[src/rtl/div_pkg.sv]
// ---------------------------------------------------------------------------
// div_pkg
// Shared definitions for the sequential restoring divider.
//   state_t            : controller states (IDLE, CALC, FIX, DONE)
//   DIV_WIDTH_DEFAULT  : default operand/result width
//   DIV_CNT_W_DEFAULT  : iteration counter width at the default width
//   cnt_width()        : iteration counter width for any operand width
// ---------------------------------------------------------------------------
package div_pkg;

    typedef enum logic [1:0] {
        IDLE = 2'd0,
        CALC = 2'd1,
        FIX  = 2'd2,
        DONE = 2'd3
    } state_t;

    localparam int DIV_WIDTH_DEFAULT = 32;
    localparam int DIV_CNT_W_DEFAULT = $clog2(DIV_WIDTH_DEFAULT);

    // The counter only has to reach width-1, so $clog2(width) bits suffice.
    function automatic int cnt_width(input int width);
        return $clog2(width);
    endfunction

endpackage

[src/rtl/div_step.sv]
// ---------------------------------------------------------------------------
// div_step
// One combinational restoring-division iteration.
//   rem_in   : partial remainder before this step (always < divisor)
//   bit_in   : next dividend bit shifted into the remainder
//   divisor  : divisor magnitude
//   rem_out  : partial remainder after the trial subtract / restore
//   q_bit    : quotient bit produced by this step
// ---------------------------------------------------------------------------
module div_step #(
    parameter int WIDTH = 32
) (
    input  logic [WIDTH-1:0] rem_in,
    input  logic             bit_in,
    input  logic [WIDTH-1:0] divisor,
    output logic [WIDTH-1:0] rem_out,
    output logic             q_bit
);

    logic [WIDTH:0] shifted;
    logic [WIDTH:0] diff;

    // Because the incoming remainder is below the divisor, the shifted value
    // is below twice the divisor, so a WIDTH+1-bit difference is enough and
    // its top bit acts as the sign of the trial subtract.
    always_comb begin
        shifted = {rem_in, bit_in};
        diff    = shifted - {1'b0, divisor};
        q_bit   = ~diff[WIDTH];
        rem_out = q_bit ? diff[WIDTH-1:0] : shifted[WIDTH-1:0];
    end

endmodule

[src/rtl/seq_divider.sv]
// ---------------------------------------------------------------------------
// seq_divider
// Multi-cycle restoring integer divider (DIV/DIVU/REM/REMU), one trial
// subtract per clock, fixed latency of WIDTH+1 cycles from the accepting edge.
//   clk, rst     : clock, synchronous active-high reset
//   start        : request a division (only looked at in IDLE)
//   is_signed    : 1 = two's-complement operands, 0 = unsigned
//   dividend     : dividend, captured with start
//   divisor      : divisor, captured with start
//   busy         : high while a division is in flight (CALC, FIX, DONE)
//   done         : one-cycle pulse, results valid
//   quotient     : registered quotient
//   remainder    : registered remainder
//   div_by_zero  : registered divide-by-zero flag, valid with done
// ---------------------------------------------------------------------------
module seq_divider
    import div_pkg::*;
#(
    parameter int WIDTH = DIV_WIDTH_DEFAULT
) (
    input  logic             clk,
    input  logic             rst,
    input  logic             start,
    input  logic             is_signed,
    input  logic [WIDTH-1:0] dividend,
    input  logic [WIDTH-1:0] divisor,
    output logic             busy,
    output logic             done,
    output logic [WIDTH-1:0] quotient,
    output logic [WIDTH-1:0] remainder,
    output logic             div_by_zero
);

    localparam int CNT_W = cnt_width(WIDTH);

    state_t state;
    state_t state_next;

    logic [CNT_W-1:0] count;
    logic [WIDTH-1:0] rem_reg;
    logic [WIDTH-1:0] quo_reg;
    logic [WIDTH-1:0] divisor_reg;
    logic [WIDTH-1:0] raw_dividend;
    logic             q_neg;
    logic             r_neg;
    logic             dbz;

    logic             dividend_neg;
    logic             divisor_neg;
    logic [WIDTH-1:0] dividend_mag;
    logic [WIDTH-1:0] divisor_mag;
    logic [WIDTH-1:0] step_rem;
    logic             step_bit;
    logic             last_iter;

    // Operand magnitudes at accept time. The most-negative value negates to
    // itself, which read as unsigned is exactly its magnitude, so signed
    // overflow falls out of the normal path.
    always_comb begin
        dividend_neg = is_signed & dividend[WIDTH-1];
        divisor_neg  = is_signed & divisor[WIDTH-1];
        dividend_mag = dividend_neg ? (-dividend) : dividend;
        divisor_mag  = divisor_neg  ? (-divisor)  : divisor;
    end

    assign last_iter = (count == CNT_W'(WIDTH - 1));

    // quo_reg doubles as the dividend shift register: its MSB feeds the step
    // and the new quotient bit enters at the LSB.
    div_step #(
        .WIDTH (WIDTH)
    ) u_step (
        .rem_in  (rem_reg),
        .bit_in  (quo_reg[WIDTH-1]),
        .divisor (divisor_reg),
        .rem_out (step_rem),
        .q_bit   (step_bit)
    );

    // State register.
    always_ff @(posedge clk) begin
        if (rst) begin
            state <= IDLE;
        end else begin
            state <= state_next;
        end
    end

    // Next-state logic; CALC lasts exactly WIDTH cycles.
    always_comb begin
        state_next = state;
        case (state)
            IDLE:    if (start) state_next = CALC;
            CALC:    if (last_iter) state_next = FIX;
            FIX:     state_next = DONE;
            DONE:    state_next = IDLE;
            default: state_next = IDLE;
        endcase
    end

    assign busy = (state != IDLE);
    assign done = (state == DONE);

    // Datapath: capture on accept, iterate in CALC, sign-fix and publish in
    // FIX. Results hold until the next FIX; reset clears everything.
    always_ff @(posedge clk) begin
        if (rst) begin
            count        <= '0;
            rem_reg      <= '0;
            quo_reg      <= '0;
            divisor_reg  <= '0;
            raw_dividend <= '0;
            q_neg        <= 1'b0;
            r_neg        <= 1'b0;
            dbz          <= 1'b0;
            quotient     <= '0;
            remainder    <= '0;
            div_by_zero  <= 1'b0;
        end else begin
            case (state)
                IDLE: begin
                    if (start) begin
                        count        <= '0;
                        rem_reg      <= '0;
                        quo_reg      <= dividend_mag;
                        divisor_reg  <= divisor_mag;
                        raw_dividend <= dividend;
                        q_neg        <= dividend_neg ^ divisor_neg;
                        r_neg        <= dividend_neg;
                        dbz          <= (divisor == '0);
                    end
                end
                CALC: begin
                    rem_reg <= step_rem;
                    quo_reg <= {quo_reg[WIDTH-2:0], step_bit};
                    count   <= last_iter ? '0 : (count + CNT_W'(1));
                end
                FIX: begin
                    div_by_zero <= dbz;
                    if (dbz) begin
                        quotient  <= '1;
                        remainder <= raw_dividend;
                    end else begin
                        quotient  <= q_neg ? (-quo_reg) : quo_reg;
                        remainder <= r_neg ? (-rem_reg) : rem_reg;
                    end
                end
                default: begin
                end
            endcase
        end
    end

endmodule
[config.mk]
export PLATFORM = sky130hd
export DESIGN_NAME = seq_divider
export DESIGN_NICKNAME = d
export VERILOG_FILES = /design/src/rtl/div_pkg.sv /design/src/rtl/div_step.sv /design/src/rtl/seq_divider.sv
export SDC_FILE = /design/constraint.sdc
export NUM_CORES = 1
export LEC_CHECK = 0
export ABC_AREA = 1
export CAP_MARGIN = 20
export CORE_UTILIZATION = 35
export DETAILED_ROUTE_END_ITERATION = 6
export GPL_ROUTABILITY_DRIVEN = 0
export PLACE_DENSITY_LB_ADDON = 0.3
export SYNTH_ARGS = -nofsm -noshare
export SYNTH_HDL_FRONTEND = slang
export SYNTH_SLANG_ARGS = --single-unit
[constraint.sdc]
create_clock -name clk -period 2.8 [get_ports clk]
set_clock_uncertainty 0.05 [all_clocks]
set_input_delay 0.56 -clock clk [delete_from_list [all_inputs] [get_ports clk]]
set_output_delay 0.56 -clock clk [all_outputs]
set_load 0.01 [all_outputs]
* Word level (Yosys, flattened, before mapping)
Index checks and enable logic that the tools add are counted.
Word-level totals: flip-flop bits (word level) 203, input bits 68, word-level logic and storage cells 52
Operators by class: $add $sub $neg 6, equal/unequal tests 6, mux-type cells 17, bitwise logic cells 4, reduce and logical (&&, ||, !) cells 7
Operators with widths (count):
- 32-bit 2-to-1 mux | 9
- 32-bit negator | 4
- 32-bit one-hot mux with 2 select lines | 2
- 33-bit by 32-bit subtractor with 33-bit output | 1
- 32-bit zero test | 1
- 5-bit 2-to-1 mux | 2
- 5-bit one-hot mux with 2 select lines | 1
- 2-bit one-hot mux with 4 select lines | 1
- 2-bit AND reduction | 3
- 5-bit by 1-bit adder with 5-bit output, second input constant | 1
- 5-bit == test, second input constant | 1
- 2-bit == test, second input constant | 2
- 2-bit 2-to-1 mux | 2
- 2-bit != test, second input constant | 2
- 2-bit nonzero test | 2
- 1-bit AND | 2
- 2-bit by 1-bit == test with 1-bit output, second input constant | 1
- 2-bit zero test | 1
- 1-bit inverter | 1
- 1-bit bitwise XOR | 1

* Longest topological paths before layout
Gate-level depths: netlist of the first run.
word-level depth 4, depth in mapped cells 18

* By module
From an unflattened synthesis of the first run, not the netlist that was laid out.
Second synthesis, totals: cell total of the unflattened synthesis 2478, area, all modules 14660.3 um^2
By module, submodules not included:
- seq_divider | instances 1, cells an instance 1795, area each 11497.3 um^2, seq. area each 4063.9 um^2
- div_step | instances 1, cells an instance 683, area each 3163.0 um^2, seq. area each 0.0 um^2

* Worst setup path after synthesis of the first run
OpenSTA, ideal clock, no wires.
path type register to register, from reg quo_reg[31], to reg rem_reg[14], library setup time 0.143 ns, data arrival time 2.127 ns, slack 0.480 ns, stages on the path, launching flop included 19, path buffers 1, period minus slack after synthesis 2.320 ns, path through dfxtp_1 -> inv_1 -> ha_1 -> fa_1 -> inv_1 -> nand2_1 -> nand2_1 -> nand3_1 -> nand2_2 -> nand2_4 -> nand2_4 -> nand2_8 -> nand2_4 -> nand2_4 -> nand2_4 -> buf_12 -> nand2_4 -> nand3_2 -> a21oi_2
Between the ends: word-level cells in the longest chain between the ends 3
RTL lines:
- start: declaration | line seq_divider.sv:41 | logic [WIDTH-1:0] quo_reg;
- start signal: assignment | line seq_divider.sv:125 | quo_reg <= dividend_mag;
- start signal: assignment | line seq_divider.sv:135 | quo_reg <= {quo_reg[WIDTH-2:0], step_bit};
- 33-bit by 32-bit subtractor with 33-bit output | line div_step.sv:28 | diff = shifted - {1'b0, divisor};
- 32-bit 2-to-1 mux | line div_step.sv:30 | rem_out = q_bit ? diff[WIDTH-1:0] : shifted[WIDTH-1:0];
- 32-bit one-hot mux with 2 select lines | line seq_divider.sv:120 | case (state)
- end signal: assignment | line seq_divider.sv:134 | rem_reg <= step_rem;
- end: declaration | line seq_divider.sv:40 | logic [WIDTH-1:0] rem_reg;
Every way passes these cells. A chain may end at the register's enable or synchronous reset.

* Worst setup path after layout of the first run
from reg quo_reg[31], to reg rem_reg[6]
The elaborated chain is that of the path after synthesis.

==> results.toml, run 1 <==
[status]
status = "completed"

[clock_network]
cts_hold_buf = 0
tritoncts = "built"
cts-root-buf = "clkbuf_16"
cts_buffers = 25
cts_max_path_buffers = 3
clk_latency_ns = 0.54
cts_num_sinks = 203
clkTransAtPathRegs_ns = 0.06
htree_levels = 1

[worst_setup_path]
critPathCaptureType = "flop"
critPathMaxFanout = 15
reg2reg_slack_ns = 0.16
r2r_end = "rem_reg[6]$_SDFFE_PP0P_"
worstPathArrival_ns = 3.04
crit_path_top_delay_cell = "fa_2"
path_buf_inv = 3
reg2reg_from = "quo_reg[31]$_SDFFE_PP0P_"
start_kind = "flop"
worstPathRequired_ns = 3.20
crit_top_cell = "nand2_4"
crit_family = "simple AND/OR/NAND/NOR gates"
path_class = "flop to flop"
path_cells = "inv_1, ha_1, fa_2, inv_1, nand2_1, nand2_1, nand3_1, nand2_2, nand2_4, nand2_4, nand2_8, nand2_4, nand2_4, buf_4, nand3_1, nand3_1, a21oi_1"
cp_num_cells = 17
reg2regPathDepth = 17
slowest_delay_ns = 0.39

[global_route]
gr-total-overflow = 0
grt_pass1_wl_um = 78100
grt_usage_pct = 23.4
antenna_found_initial = 1
grt_max_degree = 112
first_global_vias = 14480

[synth]
ys_seq_area_share_pct = 28.0
avgSynthCellArea_um2 = 6.21
syn_inst = 2337
synth_fp_nets = 2448
synth_top_area_share_pct = 28.0
synth_area_mm2 = 0.0145
yosys.area.top_type = "dfxtp_1"
yosysWarnings = 0
synthTopCellsByArea = "dfxtp_1, nand2_1, inv_1"
ys_ff_latch = 203
synth_cell_types = 45

[finish]
multi_input_area_mm2 = 0.00875
regArea_mm2 = 0.00406
diodes = 0
final.fill_count = 4306
syn2layout_area_growth_pct = 19.4
final_util_pct = 42.4
drive_gt1_share_pct = 9.24
nets = 2560
final_cell_count_no_fill = 2999

[die]
design.die.area_mm2 = 0.0423
die_h_um = 206
die_x_um = 206
initial_core_util_pct = 35.6
rows = 74
core_area_mm2 = 0.0408
io_pins = 135

[timing]
period_minus_slack_ns = 2.64
fmax_ghz = 0.379
finalCritPeriodShare_pct = 94.2
setup_tns_ns = 0
worst_pin_slew_ns = 0.671
worst_slack_ns = 0.163
slew_violations = 0
hold_viol_final = 0
slew_headroom_pct = 55.2
rsz0062_at_grt = "false"
hold_ws_ns = 0.383
setup_violations = 0

[power_and_ir_drop]
ir_drop_mv = 0.418
leakagePower_nw = 7.68
p_per_area_mw_per_mm2 = 771

[drt]
drt-pass1-iter-count = 6
postRouteAntennaNets = 0
wirelength_met1_um = 23300
wl_met3_um = 3330
wl_met2_um = 21900
drt-initial-drc-count = 1414
vias = 15743
highest_layer = "met4"
vias_per_cell = 5.25
drc = 0
wl_per_cell_um = 16.7
wirelength_um = 50000

[place]
io_buffers = 134
dp_cells = 2954
post-place-ws_ns = 0.0877
hpwl_um = 38600

[hold_path]
holdPathEnd = "raw_dividend[24]$_SDFFE_PP0P_"
hold_class = "input pin to flop"
min_from = "rst"
hold_depth = 4

[flow_run]
maxCapViolCount = 0
## where the power goes
group	switching, mW	internal, mW
logic	4.19	2.09
registers	0.446	3.51
clock network	1.37	1.75
## cell type report
class,count,area share (%)
Sequential cell,203,23.4
Tap cell,532,3.84
Multi-Input combinational cell,1687,50.5
Inverter,352,7.62
Timing Repair Buffer,180,10.2
Clock inverter,11,0.484
Clock buffer,34,3.98
## through the flow
stage               instance area [um2]  power, mW
CTS                               17300       13.3
detailed placement                16500       10.2
finish                            17300       13.4
global route                      17300       14.3
global placement                  16500       10.1
floorplan                         14500       8.07
## synthesized netlist by cell type (all sizes together)
| library cell | number |
|---|---|
| a211oi | 1 |
| a21o | 1 |
| a21oi | 219 |
| a221oi | 1 |
| a31oi | 47 |
| and2 | 4 |
| buf | 19 |
| clkbuf | 76 |
| clkinv | 3 |
| dfxtp | 203 |
| fa | 1 |
| ha | 42 |
| inv | 349 |
| nand2 | 621 |
| nand3 | 198 |
| nand3b | 13 |
| nand4 | 26 |
| nor2 | 185 |
| nor3 | 36 |
| nor4 | 7 |
| o211ai | 27 |
| o21ai | 195 |
| o21bai | 7 |
| o221ai | 3 |
| o31ai | 3 |
| or2 | 11 |
| or3 | 1 |
| xnor2 | 11 |
| xor2 | 27 |
## logic make-up after synthesis
family                   Yosys count  synth area share, %
buffers and inverters            447                 11.9
XOR/XNOR                          38                 2.29
AND/OR/NAND/NOR                 1102                 34.7
adder cells (fa/ha/maj)           43                 3.76
AO/OA/AOI/OAI                    504                 19.3
flip-flops                       203                 28.0
## metal layers
| layer | GRT usage, % | up-vias |
|---|---|---|
| met5 | 0 | - |
| met4 | 7.72 | 0 |
| met1 | 32.9 | 7243 |
| met2 | 36.9 | 586 |
| met3 | 2.50 | 91 |
| li1 | - | 7823 |
## worst reg2reg max path, delay by kind of cell (launching register included)
kind	cells	cell delay [ns]
flip-flops	1	0.37
AO/OA/AOI/OAI	1	0.14
AND/OR/NAND/NOR	11	0.94
adder cells (fa/ha/maj)	2	0.64
buffers and inverters	3	0.42
## repair_timing
item                                   in CTS  in global routing
buffers inserted                            0                  0
endpoints found under the hold margin       0                  0
setup endpoints to repair                   0                 18
resized for setup                           0                  2
## worst max-delay path by stage
stage | from | endpoint | slack (ns)
finish | quo_reg[31]$_SDFFE_PP0P_ | rem_reg[6]$_SDFFE_PP0P_ | 0.16
global route | quo_reg[31]$_SDFFE_PP0P_ | rem_reg[2]$_SDFFE_PP0P_ | 0.03
detailed placement | dividend[1] | quo_reg[16]$_SDFFE_PP0P_ | 0.09
CTS | quo_reg[31]$_SDFFE_PP0P_ | rem_reg[6]$_SDFFE_PP0P_ | 0.08
global placement | divisor[1] | divisor_reg[26]$_SDFFE_PP0P_ | 0.09
floorplan | quo_reg[31]$_SDFFE_PP0P_ | rem_reg[14]$_SDFFE_PP0P_ | 0.48
## placed cells by master, fill, tap and decap left out, types with 7 or more instances in the layout
master | netlist | final
a21oi_1 | 193 | 193
dfxtp_1 | 203 | 203
ha_1 | 42 | 42
clkdlybuf4s50_1 | 0 | 133
nand2_4 | 17 | 16
a21oi_2 | 24 | 23
nand4_1 | 26 | 26
nor4_1 | 7 | 7
nor2_1 | 181 | 180
o21ai_1 | 7 | 7
buf_4 | 3 | 41
nand2_2 | 23 | 24
clkbuf_16 | 0 | 25
o21bai_1 | 7 | 7
o21ai_0 | 188 | 188
nand3_2 | 30 | 30
inv_2 | 19 | 21
nor3_1 | 33 | 33
nand3_1 | 166 | 166
nand2_1 | 579 | 578
a31oi_1 | 47 | 47
or2_2 | 11 | 11
o211ai_1 | 27 | 27
xnor2_1 | 11 | 11
inv_1 | 330 | 329
xor2_1 | 27 | 27
nand3b_1 | 13 | 13
(Power assumes the default switching activity.)
==> inputs of run 2 (changes only) <==
--- a/config.mk
+++ b/config.mk
@@ -11,6 +11,7 @@
 export DETAILED_ROUTE_END_ITERATION = 6
 export GPL_ROUTABILITY_DRIVEN = 0
 export PLACE_DENSITY_LB_ADDON = 0.3
+export SKIP_CTS_REPAIR_TIMING = 1
 export SYNTH_ARGS = -nofsm -noshare
 export SYNTH_HDL_FRONTEND = slang
 export SYNTH_SLANG_ARGS = --single-unit
==> results of run 2 <==
No change in the layout: final DEF, timing and power equal those of run 1.
==> inputs of run 3 (changes only) <==
==> constraint.sdc (replaced) <==
create_clock -name clk -period 2.8 [get_ports clk]
set_clock_uncertainty 0.05 [all_clocks]
set_input_delay 0.84 -clock clk [delete_from_list [all_inputs] [get_ports clk]]
set_output_delay 0.84 -clock clk [all_outputs]
set_load 0.01 [all_outputs]
==> run 3 against run 2 <==
Wire length decreased by 0.29%. First-iteration DRC count increased by 5.2%. Power rose by 1.4%. Critical path type unchanged. Largest power group unchanged.
==> results.toml, run 3 (synthesized netlist as in run 1, its figures left out) <==
[status]
status = "completed"

[worst_setup_path]
path_cells = "inv_1, ha_1, fa_2, inv_1, nand2_1, nand2_1, nand3_1, nand2_2, nand2_4, nand2_4, nand2_8, nand2_4, nand2_8, buf_4, nand3_1, nand3_1, a21oi_1"
worstPathArrival_ns = 3.13
r2r_end = "rem_reg[0]$_SDFFE_PP0P_"
critPathMaxFanout = 17
reg2reg_slack_ns = 0.08
worstPathRequired_ns = 3.21
path_class = "flop to flop"
reg2reg_from = "quo_reg[31]$_SDFFE_PP0P_"
reg2regPathDepth = 17
critPathCaptureType = "flop"
crit_path_top_delay_cell = "dfxtp_1"
start_kind = "flop"
slowest_delay_ns = 0.40

[die]
die_x_um = 206
rows = 74
core_area_mm2 = 0.0408
initial_core_util_pct = 35.6
design.die.area_mm2 = 0.0423
io_pins = 135
die_h_um = 206

[drt]
wl_per_cell_um = 16.4
drc = 0
drt-initial-drc-count = 1487
vias_per_cell = 5.21
drt-pass1-iter-count = 6
postRouteAntennaNets = 0
wirelength_um = 49900
vias = 15825

[finish]
drive_gt1_share_pct = 10.8
nets = 2603
layout_common_cells = "nand2_1, inv_1, dfxtp_1"
mostFrequentLayoutCell = "nand2_1"
syn2layout_area_growth_pct = 22.0
diodes = 0
final_util_pct = 43.4

[global_route]
grt_usage_pct = 23.6
antenna_found_initial = 1
grt_pass1_wl_um = 79600
first_global_vias = 14753
grt_max_degree = 112
gr-total-overflow = 0

[timing]
hold_viol_final = 0
slew_violations = 0
setup_violations = 0
worst_slack_ns = 0.0833
fmax_ghz = 0.368
rsz0062_at_grt = "false"
setup_tns_ns = 0
finalCritPeriodShare_pct = 97.0
period_minus_slack_ns = 2.72
slew_headroom_pct = 56.5
worst_pin_slew_ns = 0.647

[hold_path]
holdPathEnd = "raw_dividend[13]$_SDFFE_PP0P_"
hold_depth = 2
hold_class = "flop to flop"
min_from = "raw_dividend[13]$_SDFFE_PP0P_"

[power_and_ir_drop]
leakagePower_nw = 7.93
ir_drop_mv = 0.406
p_per_area_mw_per_mm2 = 764

[place]
io_buffers = 134
hpwl_um = 38900
post-place-ws_ns = -0.325

[clock_network]
cts_max_path_buffers = 3
htree_levels = 1
clkTransAtPathRegs_ns = 0.07
clk_latency_ns = 0.53
cts_num_sinks = 203
cts-root-buf = "clkbuf_16"
cts_buffers = 24
tritoncts = "built"

[flow_run]
maxCapViolCount = 0
run 3: changes by cell type in the layout (fill, tap and decap cells not counted), sizes merged:
cell | before | now
inv | 356 | 350
bufinv | 0 | 2
clkbuf | 34 | 35
buf | 47 | 91
clkdlybuf4s50 | 133 | 132
dlymetal6s2s | 0 | 1
clkinv | 6 | 5
run 3: routing by layer:
| layer | GRT usage [%] | wire length [um] | vias to the layer above |
|---|---|---|---|
| li1 | - | - | 7898 |
| met1 | 33.2 | 23600 | 7286 |
| met2 | 36.8 | 21700 | 548 |
| met3 | 2.64 | 2930 | 91 |
| met4 | 8.39 | 1690 | 2 |
| met5 | 0 | 13 | - |
run 3: how the worst max path moves through the flow:
stage | startpoint | end | slack (ns) | depth (start not counted)
after global routing | quo_reg[31]$_SDFFE_PP0P_ | rem_reg[4]$_SDFFE_PP0P_ | 0.007 | 17
final | quo_reg[31]$_SDFFE_PP0P_ | rem_reg[0]$_SDFFE_PP0P_ | 0.08 | 17
after detailed placement | divisor[0] | divisor_reg[30]$_SDFFE_PP0P_ | -0.32 | 13
after global placement | divisor[0] | divisor_reg[30]$_SDFFE_PP0P_ | -0.26 | 13
after floorplan | divisor[0] | divisor_reg[26]$_SDFFE_PP0P_ | 0.46 | 12
after CTS | state[0]$_SDFFE_PP0P_ | busy | -0.07 | 4
run 3: final cells by class:
cell class,count,area [um2]
multi-input cells,1687,8750
repair buffers,224,2100
clock buffers,35,723
inverters,352,1320
fillers,4240,23100
flip-flops and latches,203,4060
well taps,532,666
clock inverters,6,82.6
run 3: worst max-delay path, delay by kind of cell (launching register included):
kind	cells	cell delay, ns
compound gates	1	0.17
fa+ha+maj	2	0.65
buf+inv	3	0.37
flops	1	0.40
simple gates	11	1.00
run 3: power breakdown:
| group | leakage, nW | internal, mW | switching, mW |
|---|---|---|---|
| Clock | 0.396 | 1.96 | 1.28 |
| Sequential | 1.66 | 3.51 | 0.447 |
| Combinational | 5.87 | 2.16 | 4.18 |
run 3: per-stage QoR:
stage | power (mW) | std cells | hold WS [ns] | cell area, um2
detailed placement | 10.2 | 2998 | 0.391 | 16900
CTS | 13.5 | 3039 | 0.400 | 17700
finish | 13.5 | 3039 | 0.397 | 17700
global route | 14.5 | 3039 | 0.418 | 17700
floorplan | 8.07 | 2337 | 0.375 | 14500
global placement | 10.2 | 2998 | 0.386 | 16900
